## config.mk

```make
export PLATFORM = sky130hd
export DESIGN_NAME = openhw_skidbuf
export DESIGN_NICKNAME = d
export VERILOG_FILES = /design/src/rtl/openhw_skidbuf.sv
export SDC_FILE = /design/constraint.sdc
export NUM_CORES = 1
export LEC_CHECK = 0
export ABC_CLOCK_PERIOD_IN_PS = 1550
export CAP_MARGIN = 30
export CORE_UTILIZATION = 50
export DETAILED_ROUTE_END_ITERATION = 6
export DONT_BUFFER_PORTS = 1
export HOLD_SLACK_MARGIN = 0.15
export SETUP_SLACK_MARGIN = 0.4
export SLEW_MARGIN = 20
export SYNTH_ARGS = -nofsm -noshare
export SYNTH_HDL_FRONTEND = slang
export SYNTH_SLANG_ARGS = --single-unit
```

## constraint.sdc

```tcl
create_clock -name clk -period 1.55 [get_ports clk]
set_input_delay 0.31 -clock clk [delete_from_list [all_inputs] [get_ports clk]]
set_output_delay 0.31 -clock clk [all_outputs]
set_load 0.01 [all_outputs]
```

## src/rtl/openhw_skidbuf.sv

```systemverilog
// Two-entry skid buffer: every output comes straight from a register, so no
// combinational path crosses the block between upstream and downstream.
module openhw_skidbuf #(
  parameter int WIDTH = 8
) (
  input  logic             clk,
  input  logic             reset,
  input  logic             clear,
  input  logic             in_valid,
  output logic             in_ready,
  input  logic [WIDTH-1:0] in_data,
  output logic             out_valid,
  input  logic             out_ready,
  output logic [WIDTH-1:0] out_data,
  output logic [1:0]       count,
  output logic [1:0]       state_o
);

  // State encoding equals the number of beats held, so count is the state register.
  localparam logic [1:0] EMPTY = 2'd0;
  localparam logic [1:0] BUSY  = 2'd1;
  localparam logic [1:0] FULL  = 2'd2;

  logic [1:0]       state_q, state_d;
  logic [WIDTH-1:0] main_q, main_d;
  logic [WIDTH-1:0] skid_q, skid_d;
  logic             in_ready_q;
  logic             out_valid_q;
  logic             in_fire;
  logic             out_fire;

  // Handshake: a beat moves only when valid and ready are both high at a rising
  // edge; a producer holds valid and data stable until its beat is accepted.
  assign in_fire  = in_valid & in_ready_q;
  assign out_fire = out_valid_q & out_ready;

  always_comb begin
    state_d = state_q;
    main_d  = main_q;
    skid_d  = skid_q;
    case (state_q)
      EMPTY: begin
        if (in_fire) begin
          state_d = BUSY;
          main_d  = in_data;
        end
      end
      BUSY: begin
        if (in_fire && out_fire) begin
          main_d = in_data;
        end else if (in_fire) begin
          state_d = FULL;
          skid_d  = in_data;
        end else if (out_fire) begin
          state_d = EMPTY;
        end
      end
      FULL: begin
        if (out_fire) begin
          state_d = BUSY;
          main_d  = skid_q;
        end
      end
      default: begin
        state_d = EMPTY;
      end
    endcase
  end

  // Ready/valid are registered from the next state rather than decoded from state_q.
  always_ff @(posedge clk) begin
    if (reset || clear) begin
      state_q     <= EMPTY;
      main_q      <= '0;
      skid_q      <= '0;
      in_ready_q  <= 1'b1;
      out_valid_q <= 1'b0;
    end else begin
      state_q     <= state_d;
      main_q      <= main_d;
      skid_q      <= skid_d;
      in_ready_q  <= (state_d != FULL);
      out_valid_q <= (state_d != EMPTY);
    end
  end

  assign in_ready  = in_ready_q;
  assign out_valid = out_valid_q;
  assign out_data  = main_q;
  assign count     = state_q;
  assign state_o   = state_q;

endmodule
```

=== Yosys cells after proc, flatten, opt, wreduce, memory -nomap -nowiden ===
Index checks and enable logic that the tools add are counted.

* Register bits: 20
* Bits in latches: 0
* Bits in writable memories: 0
* Bits in read-only memories: 0
* Memories kept: 0

* $add $sub $neg: 0
* Multiply operators: 0
* Divide/modulo/power cells: 0
* Magnitude comparators: 0
* Equal/unequal tests: 6
* Shifts and indexed selects: 0
* Muxes and demuxes: 10
* Bitwise operators: 3
* Reductions and logical operators: 7

{| class="wikitable"
|+ Operators with widths
! kind !! number
|-
| 8-bit 2-to-1 mux || 3
|-
| 8-bit case mux with 3 select lines || 1
|-
| 2-bit 2-to-1 mux || 5
|-
| 2-bit inequality test (second input constant) || 4
|-
| 2-bit case mux with 3 select lines || 1
|-
| 4-bit AND reduction || 1
|-
| 3-bit AND reduction || 1
|-
| 3-bit nonzero test || 1
|-
| 1-bit AND || 2
|-
| 2-bit by 1-bit == test with 1-bit output (second input constant) || 1
|-
| 2-bit == test (second input constant) || 1
|-
| 2-bit zero test || 1
|-
| 2-bit nonzero test || 1
|-
| 1-bit logical AND || 1
|-
| 1-bit logical OR || 1
|-
| 1-bit NOT || 1
|}

=== Depth between registers and ports, before layout ===
* Word-level depth: 6
* Gate-level depth with buffers: 5
* Gate-level depth less buffers: 3

=== Worst setup path after synthesis ===
OpenSTA, ideal clock, no wires.

* Path type: register -> register
* Start point: register state_q[1], in the netlist count[1]
* End point: register main_q[1], in the netlist out_data[1]
* Arrival time: 1.205 ns
* Required time: 1.415 ns
* Slack: 0.209 ns
* Cell stages (with the launch flop): 6
* Path buffers: 2
* Clock period less this slack: 1.341 ns
* Cells stage by stage: dfxtp_1 and3b_1 buf_2 buf_6 a211oi_2 a211oi_2

* Cells in the longest elaborated chain, start to end: 3
* Elaborated cells on any way between the ends: 9

{| class="wikitable"
|+ Ends and longest elaborated chain
! what !! RTL line !! source
|-
| start, declared || 24 || <nowiki>logic [1:0] state_q, state_d;</nowiki>
|-
| start signal, assigned || 79 || <nowiki>state_q <= state_d;</nowiki>
|-
| 2-bit by 1-bit == test with 1-bit output, or another cell as far along || 41 || <nowiki>case (state_q)</nowiki>
|-
| 2-bit inequality test (no source line) / 3-bit nonzero test (equally long branches) || n/a ||
|-
| 4-bit AND reduction (no source line) || n/a ||
|-
| end signal, assigned || 80 || <nowiki>main_q <= main_d;</nowiki>
|-
| end, declared || 25 || <nowiki>logic [WIDTH-1:0] main_q, main_d;</nowiki>
|}

Several ways; a longest one is shown, not always the timed one.
A chain may end at the register's enable or synchronous reset.

=== Worst setup path after layout ===
* Start point: register state_q[1], in the netlist count[1]
* End point: register in_ready_q, in the netlist in_ready

* Cells in the longest elaborated chain, start to end: 5
* Elaborated cells on any way between the ends: 10

{| class="wikitable"
|+ Ends and longest elaborated chain
! what !! RTL line !! source
|-
| 2-bit 2-to-1 mux || 54 || <nowiki>end else if (out_fire) begin</nowiki>
|-
| 2-bit 2-to-1 mux || 51 || <nowiki>end else if (in_fire) begin</nowiki>
|-
| 2-bit 2-to-1 mux || 49 || <nowiki>if (in_fire && out_fire) begin</nowiki>
|-
| 2-bit case mux with 3 select lines (*) || 41 ||
|-
| 2-bit inequality test (*) || 82 || <nowiki>in_ready_q <= (state_d != FULL);</nowiki>
|-
| end signal, assigned || 82 ||
|-
| end, declared || 27 || <nowiki>logic in_ready_q;</nowiki>
|}

Mark *: on every way between the ends. The rest lies on a longest branch, timed or not.

==> results.sh <==
export IMPL_fill_cells=150
export IMPL_syn_nets=110
export IMPL_power_switching_share_pct=26.83
export IMPL_drtPass1Iterations=5
export IMPL_hpwl_mm=1.465
export IMPL_path_clk_slew_ns=0.10
export IMPL_timing_hold_ws_ns=0.1809
export IMPL_pwr_density_cell_nw_per_um2=775.4
export IMPL_p_switching_uw=262.2
export IMPL_vias_per_cell=6.370
export IMPL_num_rows=15
export IMPL_pre_cts_ws_ns=0.1397
export IMPL_wl_per_cell_um=18.18
export IMPL_dieArea_um2=2174
export IMPL_cts_buffer_depth=2
export IMPL_clk_latency_ns=0.29
export IMPL_antenna_found_initial=0
export IMPL_fp_dieW_um=46.63
export IMPL_place_area_um2=1015
export IMPL_outcome="complete, no violations"
export IMPL_final_area_um2=1260
export IMPL_fmaxAchievable_mhz=777.1
export IMPL_final_seq_area_um2=410.4
export IMPL_cts_sinks=20
export IMPL_use_met1_pct=31.52
export IMPL_busiest_layer="met2"
export IMPL_first_global_vias=793
export IMPL_fin_nets=128
export IMPL_finClkSkew_ns=0.001147
export IMPL_netlist_area_um2=996.0
export IMPL_ir_worst_vdd_mv=0.7196
export IMPL_yosys_register_bits=20
export IMPL_intPower_uw=714.8
export IMPL_cts_tree="built"
export IMPL_fp_dieH_um=46.63
export IMPL_seq_area_frac_synth_pct=40.20
export IMPL_p_comb_share_pct=19.0
export IMPL_layout_drive_gt1_share_pct=43.36
export IMPL_hold_viol=0
export IMPL_grtUsageMet2_pct=39.44
export IMPL_period_share_pct=83.02
export IMPL_relSlewSlack_pct=82.93
export IMPL_fin_crit_ns=1.287
export IMPL_gp_congestion=0.7028
export IMPL_cp_end_kind="flip-flop"
export IMPL_cp_start_kind="flip-flop"
export IMPL_cp_required_ns=1.74
export IMPL_drc=0
export IMPL_min_path_type="in -> reg"
export IMPL_grt_use_total_pct=24.46
export IMPL_ys_warnings_count=0
export IMPL_numCtsBuffers=3
export IMPL_coreArea_um2=1802
export IMPL_multi_input_area_um2=589.3
export IMPL_critPathKind="reg -> reg"
export IMPL_use_met3_pct=8.235
export IMPL_tns_ns=0
export IMPL_grt_overflow_total=0
export IMPL_root_buffer="clkbuf_4"
export IMPL_ioPinCount=27
export IMPL_grt_max_degree=18
export IMPL_maxSlewViolCount=0
export IMPL_area_growth_pct=26.51
export IMPL_num_antenna_cells=0
export IMPL_portBuffers=0
export IMPL_syn_area_per_cell_um2=10.27
export IMPL_setup_slack_ns=0.2632
export IMPL_ant_nets=0
export IMPL_setup_viol=0
export IMPL_cts_htree_levels=1
export IMPL_vias=879
export IMPL_drt_iter0_markers=23
export IMPL_netlist_cell_type_count=28
export IMPL_leakagePower_nw=0.4611
export IMPL_arrival_ns=1.47
export IMPL_power_frac_seq_pct=56.6
export IMPL_p_clk_share_pct=24.5
export IMPL_maxCapViolCount=0
export IMPL_start_util_pct=55.28
export IMPL_grt_pass1_wl_mm=3.698
export IMPL_postRouteWirelength_mm=2.509
export IMPL_cp_max_fo=7
export IMPL_netlist_instances=97
export IMPL_worst_pin_slew_ns=0.2560
export IMPL_grt_setup_unrepaired="yes"
## power by group through the flow
| stage | Combinational, mW | Clock (mW) | Sequential [mW] |
|---|---|---|---|
| 3_5_place_dp | 0.122 | 0 | 0.563 |
| 2_1_floorplan | 0.111 | 0 | 0.558 |
| 3_3_place_gp | 0.122 | 0 | 0.562 |
| 5_1_grt | 0.196 | 0.261 | 0.556 |
| 4_1_cts | 0.163 | 0.246 | 0.552 |
| 6_report | 0.185 | 0.239 | 0.553 |
## final timing paths
| check | startpoint | end | slack [ns] | cells after the start |
|---|---|---|---|---|
| hold / removal | in_data[7] | skid_q[7] | 0.18 | 2 |
| hold reg to reg | skid_q[3] | skid_q[3] | 0.47 | 2 |
| setup / recovery | count[1] | in_ready | 0.26 | 4 |
| setup reg to reg | count[1] | in_ready | 0.26 | 4 |
## critical path, stage by stage, from the launching register on
cell,delay (ns)
dfxtp_4,0.41
and3b_2,0.28
buf_6,0.11
a21boi_2,0.05
or3b_1,0.34
## sequential cells by signal, summed over array words and instances, names as in the netlist
signal,flops
count,2
in_ready,1
out_data,8
out_valid,1
skid_q,8
## final cells by class
class	count	area share [%]
timing repair buffer	23	16.39
clock buffer	3	1.787
tap	25	2.483
sequential	20	32.57
multi-input combinational	67	46.77
## metrics by stage
step	util, %	cells	power [mW]
global placement	56.32	119	0.6838
finish	69.93	138	0.9770
CTS	65.49	133	0.9606
global route	69.93	138	1.013
floorplan	-	97	0.6686
detailed placement	56.32	119	0.6857
## layout by cell type, fill, tap and decap left out, types with 2 or more instances in the layout
master / instances
a211oi_1: 3
a211oi_2: 13
a21oi_1: 9
buf_1: 2
buf_4: 10
buf_6: 3
clkbuf_4: 3
dfxtp_1: 16
dfxtp_2: 2
dfxtp_4: 2
dlygate4sd3_1: 7
mux2i_1: 6
mux2i_2: 2
nand3_1: 7
nor3b_1: 2
o21ai_1: 5
o21ai_2: 3
## per-layer routing
metal | up-vias | share of wire [%]
li1 | 403 | -
met1 | 422 | 45
met2 | 38 | 48
met3 | 16 | 4.9
met4 | 0 | 2.9
met5 | - | 0
## repair_timing
item	CTS	global route
setup endpoints to repair	18	20
setup buffers	4	5
hold endpoints to repair	7	0
hold buffers	7	0
pin swaps	1	3
resized for setup	10	12
## kinds of logic (layout without fill, tap and decap cells)
group	count (synthesis)	count (layout)	synth area share, %
compound gates	39	39	31.53
simple gates	20	20	12.69
buf+inv	10	26	7.536
mux	8	8	8.041
flops	20	20	40.20
## Yosys cell counts
| cell | instances | share of area, % |
|---|---|---|
| dfxtp_1 | 20 | 40 |
| a21boi_4 | 1 | 1.9 |
| buf_2 | 2 | 1.0 |
| nand2_1 | 2 | 0.75 |
| or2_2 | 1 | 0.63 |
| a21oi_1 | 9 | 4.5 |
| a21bo_1 | 1 | 1.0 |
| o22ai_4 | 1 | 2.0 |
| and3b_1 | 1 | 0.88 |
| clkbuf_2 | 1 | 0.50 |
| a21boi_1 | 1 | 0.75 |
| buf_6 | 3 | 3.4 |
| a211oi_1 | 8 | 6.0 |
| o21ai_0 | 1 | 0.50 |
| o21ai_1 | 8 | 4.0 |
| mux2i_1 | 8 | 8.0 |
| nor4bb_1 | 1 | 1.0 |
| nand3b_1 | 1 | 0.75 |
| nand4_1 | 1 | 0.63 |
| a211oi_2 | 8 | 10 |
| and4b_1 | 1 | 1.0 |
| nor3b_1 | 2 | 1.5 |
| nand2b_1 | 1 | 0.63 |
| a21o_1 | 1 | 0.75 |
| buf_4 | 3 | 2.3 |
| or3b_1 | 1 | 0.88 |
| nand3_1 | 8 | 4.0 |
| clkbuf_1 | 1 | 0.38 |
Note: power is estimated with default switching activity, not from simulation.
